`src/rtl/reset_seq_pkg.sv`:
```
// Shared types and default parameter values for the reset sequencer.
package reset_seq_pkg;

  localparam int unsigned DEF_NUM_CH    = 4;
  localparam int unsigned DEF_CNT_W     = 8;
  localparam int unsigned DEF_MIN_PULSE = 2;
  localparam int unsigned DEF_POR_LEN   = 16;

  typedef enum logic [1:0] {
    IDLE    = 2'd0,
    ASSERT  = 2'd1,
    RELEASE = 2'd2,
    DONE    = 2'd3
  } state_t;

endpackage

```
`src/rtl/rst_lsb_find.sv`:
```
// Lowest-set-bit finder: isolates the lowest set bit of vec as a one-hot.
module rst_lsb_find #(
  parameter int unsigned W = 4
) (
  input  logic [W-1:0] vec,
  output logic [W-1:0] onehot,
  output logic         valid
);

  // Two's-complement trick keeps only the lowest set bit.
  assign onehot = vec & (~vec + W'(1));
  assign valid  = |vec;

endmodule

```
`src/rtl/reset_sequencer.sv`:
```
// Per-channel reset sequencer: asserts masked channels for a programmable
// length, then releases them one by one (or together) with a stagger gap.
module reset_sequencer
  import reset_seq_pkg::*;
#(
  parameter int unsigned NUM_CH    = DEF_NUM_CH,
  parameter int unsigned CNT_W     = DEF_CNT_W,
  parameter int unsigned MIN_PULSE = DEF_MIN_PULSE,
  parameter int unsigned POR_LEN   = DEF_POR_LEN
) (
  input  logic              clk,
  input  logic              reset,
  input  logic              req_valid_i,
  output logic              req_ready_o,
  input  logic [NUM_CH-1:0] req_mask_i,
  input  logic [CNT_W-1:0]  req_len_i,
  input  logic [CNT_W-1:0]  req_stagger_i,
  output logic [NUM_CH-1:0] rst_n_o,
  output logic              busy_o,
  output logic              done_o
);

  state_t              state_q, state_d;
  logic [CNT_W-1:0]    cnt_q, cnt_d;
  logic [CNT_W-1:0]    scnt_q, scnt_d;
  logic [CNT_W-1:0]    stag_q, stag_d;
  logic [NUM_CH-1:0]   pend_q, pend_d;
  logic [NUM_CH-1:0]   rstn_d;
  logic [NUM_CH-1:0]   lsb_oh;
  logic                lsb_valid;
  logic [CNT_W-1:0]    eff_len;

  assign eff_len = (req_len_i < CNT_W'(MIN_PULSE)) ? CNT_W'(MIN_PULSE) : req_len_i;

  rst_lsb_find #(.W(NUM_CH)) u_lsb (
    .vec    (pend_q),
    .onehot (lsb_oh),
    .valid  (lsb_valid)
  );

  // Next-state and datapath updates; pend tracks masked channels still low.
  always_comb begin
    state_d = state_q;
    cnt_d   = cnt_q;
    scnt_d  = scnt_q;
    stag_d  = stag_q;
    pend_d  = pend_q;
    rstn_d  = rst_n_o;
    unique case (state_q)
      IDLE: begin
        if (req_valid_i) begin
          stag_d = req_stagger_i;
          if (req_mask_i == '0) begin
            state_d = DONE;
          end else begin
            state_d = ASSERT;
            cnt_d   = eff_len;
            pend_d  = req_mask_i;
            rstn_d  = rst_n_o & ~req_mask_i;
          end
        end
      end
      ASSERT: begin
        if (cnt_q <= CNT_W'(1)) begin
          state_d = RELEASE;
          scnt_d  = stag_q;
          if (stag_q == '0) begin
            rstn_d = rst_n_o | pend_q;
            pend_d = '0;
          end else begin
            rstn_d = rst_n_o | lsb_oh;
            pend_d = pend_q & ~lsb_oh;
          end
        end else begin
          cnt_d = cnt_q - CNT_W'(1);
        end
      end
      RELEASE: begin
        if (!lsb_valid) begin
          state_d = DONE;
        end else if (scnt_q <= CNT_W'(1)) begin
          rstn_d = rst_n_o | lsb_oh;
          pend_d = pend_q & ~lsb_oh;
          scnt_d = stag_q;
        end else begin
          scnt_d = scnt_q - CNT_W'(1);
        end
      end
      DONE: begin
        state_d = IDLE;
      end
      default: begin
        state_d = IDLE;
      end
    endcase
  end

  // State and output registers; reset restarts the power-on sequence.
  always_ff @(posedge clk) begin
    if (reset) begin
      state_q     <= ASSERT;
      cnt_q       <= CNT_W'(POR_LEN);
      scnt_q      <= '0;
      stag_q      <= '0;
      pend_q      <= '1;
      rst_n_o     <= '0;
      req_ready_o <= 1'b0;
      busy_o      <= 1'b1;
      done_o      <= 1'b0;
    end else begin
      state_q     <= state_d;
      cnt_q       <= cnt_d;
      scnt_q      <= scnt_d;
      stag_q      <= stag_d;
      pend_q      <= pend_d;
      rst_n_o     <= rstn_d;
      req_ready_o <= (state_d == IDLE);
      busy_o      <= (state_d != IDLE);
      done_o      <= (state_d == DONE);
    end
  end

endmodule

```
`config.mk`:
```
export PLATFORM = sky130hd
export DESIGN_NAME = reset_sequencer
export DESIGN_NICKNAME = d
export VERILOG_FILES = /design/src/rtl/reset_seq_pkg.sv /design/src/rtl/rst_lsb_find.sv /design/src/rtl/reset_sequencer.sv
export SDC_FILE = /design/constraint.sdc
export NUM_CORES = 1
export LEC_CHECK = 0
export ABC_CLOCK_PERIOD_IN_PS = 3100
export CELL_PAD_IN_SITES_DETAIL_PLACEMENT = 0
export CELL_PAD_IN_SITES_GLOBAL_PLACEMENT = 1
export CORE_MARGIN = 2
export CORE_UTILIZATION = 40
export DETAILED_ROUTE_END_ITERATION = 10
export PLACE_DENSITY = 0.79
export RECOVER_POWER = 50
export SKIP_CTS_REPAIR_TIMING = 1
export SLEW_MARGIN = 40
export SYNTH_ARGS = -nofsm -noshare
export SYNTH_HDL_FRONTEND = slang
export SYNTH_HIERARCHICAL = 1
export SYNTH_SLANG_ARGS = --single-unit
```
`constraint.sdc`:
```
create_clock -name clk -period 3.1 [get_ports clk]
set_input_delay 0.62 -clock clk [delete_from_list [all_inputs] [get_ports clk]]
set_output_delay 0.62 -clock clk [all_outputs]
set_load 0.005 [all_outputs]
```
==> metrics.md <==
| Metric | Value |
|---|---|
| Syn nets | `between 300 and 400` |
| Antenna diodes | `0` |
| Share of post-route cells with drive strength above 1 | `~6.8%` |
| Largest net degree at the start of global routing | `26` |
| Area taken by flip-flops and latches | `between 700 and 800 µm²` |
| WS Path Type | `reg2reg` |
| Initial Util | `42.0%` |
| Die extent in y | `roughly 77 µm` |
| Root Buffer | `clkbuf_8` |
| Worst setup SP type | `register` |
| Fin crit period | `around 2.6 ns` |
| Worst min-delay path class | `reg2reg` |
| Residual DRC | `0` |
| PD cells | `928 nW/µm²` |
| Vias in the first global route | `around 1900` |
| Core ar. | `5140 µm²` |
| Routed Antenna Nets | `0` |
| Fmax | `382 MHz` |
| Worst Path Required | `3.28 ns` |
| Max clock buf depth | `2` |
| Worst R2R Setup Slack | `0.48 ns` |
| Max transition margin | `26.9%` |
| Worst VDD drop | `between 0.4 and 0.5 mV` |
| Final Cycle Share | `~84%` |
| Slew @ Worst Pin | `1.10 ns` |
| Clock transition at path regs | `around 0.070 ns` |
| Synth async-reset ratio | `0%` |
| Die width | `77.4 µm` |
| GRT Util Overall | `17.6%` |
| CTS tree | `built` |
| Multi-input gate area | `1310 µm²` |
| First-pass GRT wire length | `8.60 mm` |
| Syn. warnings | `6` |
| Status | `complete, no violations` |
| Clk sinks | `37` |
| Layout Skew | `0.00974 ns` |
| Post-DP HPWL | `3.71 mm` |
| Via/cell ratio | `5.55` |
| Setup TNS | `0 ns` |
| Crit path DAT | `2.80 ns` |
| Syn-to-layout area delta | `19.9%` |
| Number of top-level pins | `30` |
| CP max FO | `14` |
| Final RePlAce weighted congestion | `0.824` |
| Row count | `26` |
| Total gr overflow | `0` |
| Final count of pins violating max slew | `0` |
| Synth Flop Type | `dfxtp_1` |
| Clock insertion delay at the later pin of the skew report | `0.29 ns` |
| CP Capture Type | `register` |
| Detailed Route WL | `5.06 mm` |
| Max Cap Violations | `0` |
| Fillers | `between 500 and 600` |
| Synth cell types | `49` |
| Die ar. | `6000 µm²` |
| Total power | `approximately 2.4 mW` |
| CTS buffer count | `5` |
| Leak pwr | `0.952 nW` |
| Final setup fails | `0` |
| Initial antenna violation count | `0` |
| Cells after Synth | `270` |
| Per-cell routed wire length | `13.9 µm` |
| Seq/Total Area, Yosys | `34.3%` |
| Synth Area per Inst | `7.99 µm²` |
| RSZ-0062 raised after global routing | `false` |
| Most frequent cells in the layout | `dfxtp_1 (37), nand2_1 (35), a21oi_1 (32)` |
| Synthesized area | `2160 µm²` |
| Commonest non-fill, non-tap cell in the layout | `dfxtp_1` |
| Port buffer count | `29` |
| Drt first pass iters | `4` |
| Vias | `between 2000 and 2500` |
| EDFF count, synth | `0` |
| Nets@finish | `327` |
| Htree depth | `2` |
| #FFs+latches synth | `37` |
| Final hold vios | `0` |
| Drt initial violations | `94` |
[path summary, 6_finish.rpt]
check,from,end,cells after the start
max,scnt_q[2],pend_q[2],5
min,rst_n_o[0],rst_n_o[0],2
min reg2reg,rst_n_o[0],rst_n_o[0],2
max reg2reg,scnt_q[2],pend_q[2],5
[state kept, by name, summed over array words and instances, names as in the netlist]
signal / count
cnt_q: 8
scnt_q: 8
stag_q: 8
pend_q: 4
rst_n_o: 4
state_q: 2
busy_o: 1
done_o: 1
req_ready_o: 1
[worst max-delay path, cell delays in order, from the launching register on]
cell and delay, ns:
dfxtp_1 0.35, or4_4 0.56, o41a_1 0.59, nor4b_2 0.48
o21ai_0 0.16, a221o_1 0.36
[area by class of cell]
type,instances,area share (%)
repair buffers,35,12.8
multi-input cells,205,50.6
inverters,12,1.74
clock buffers,5,2.66
flip-flops and latches,37,28.6
well taps,70,3.39
clock inverters,1,0.194
[stage by stage]
step / hold WS (ns) / cell area, µm² / instances / worst slack [ns] / utilization (%)
after floorplan: 0.446 / 2160 / 270 / 0.829 / -
after global placement: 0.463 / 2530 / 359 / 0.420 / 49.2
after detailed placement: 0.470 / 2530 / 359 / 0.419 / 49.2
after CTS: 0.476 / 2600 / 365 / 0.513 / 50.6
after global routing: 0.497 / 2590 / 365 / 0.359 / 50.3
final: 0.469 / 2590 / 365 / 0.482 / 50.3
[report_power, final]
group          switching, mW  leakage (nW)  internal [mW]  total [mW]
combinational          0.726         0.609          0.592        1.32
sequential             0.145         0.303          0.627       0.772
clock                  0.162        0.0399          0.148       0.310
total                   1.03         0.952           1.37        2.40
[metal layers]
metal	track usage [%]	part of all wire, %
met1	23.7	49
met2	27.0	44
met3	4.30	5.1
met4	7.32	1.7
met5	0	0
[Yosys cell counts, types with 2 or more instances]
cell	number	area share, %
dfxtp_1	37	34
nand2_1	35	6.1
a21oi_1	32	7.4
nor2_1	17	3.0
o21ai_0	17	3.9
clkbuf_1	14	2.4
inv_1	12	2.1
ha_1	8	4.6
mux2i_1	7	3.2
nand2b_1	7	2.0
a31oi_1	6	1.7
nor4_1	6	1.7
or3_1	6	1.7
a221o_1	5	2.3
nor3_1	5	1.2
o32ai_1	5	2.0
a211oi_1	4	1.4
nor2b_1	4	1.2
or4_1	4	1.4
nand3_1	3	0.70
nor3b_1	3	1.0
o211ai_1	3	1.0
and2_1	2	0.58
o31a_1	2	0.81
o41a_1	2	1.0
[cells by family after synthesis]
logic type               share of synthesized area, %
flip-flops                                       34.3
AO/OA/AOI/OAI                                    27.1
buffers and inverters                            5.05
multiplexers                                     3.77
adder cells (fa/ha/maj)                          4.64
AND/OR/NAND/NOR                                  25.1
Power figures use the tool's default switching activity.
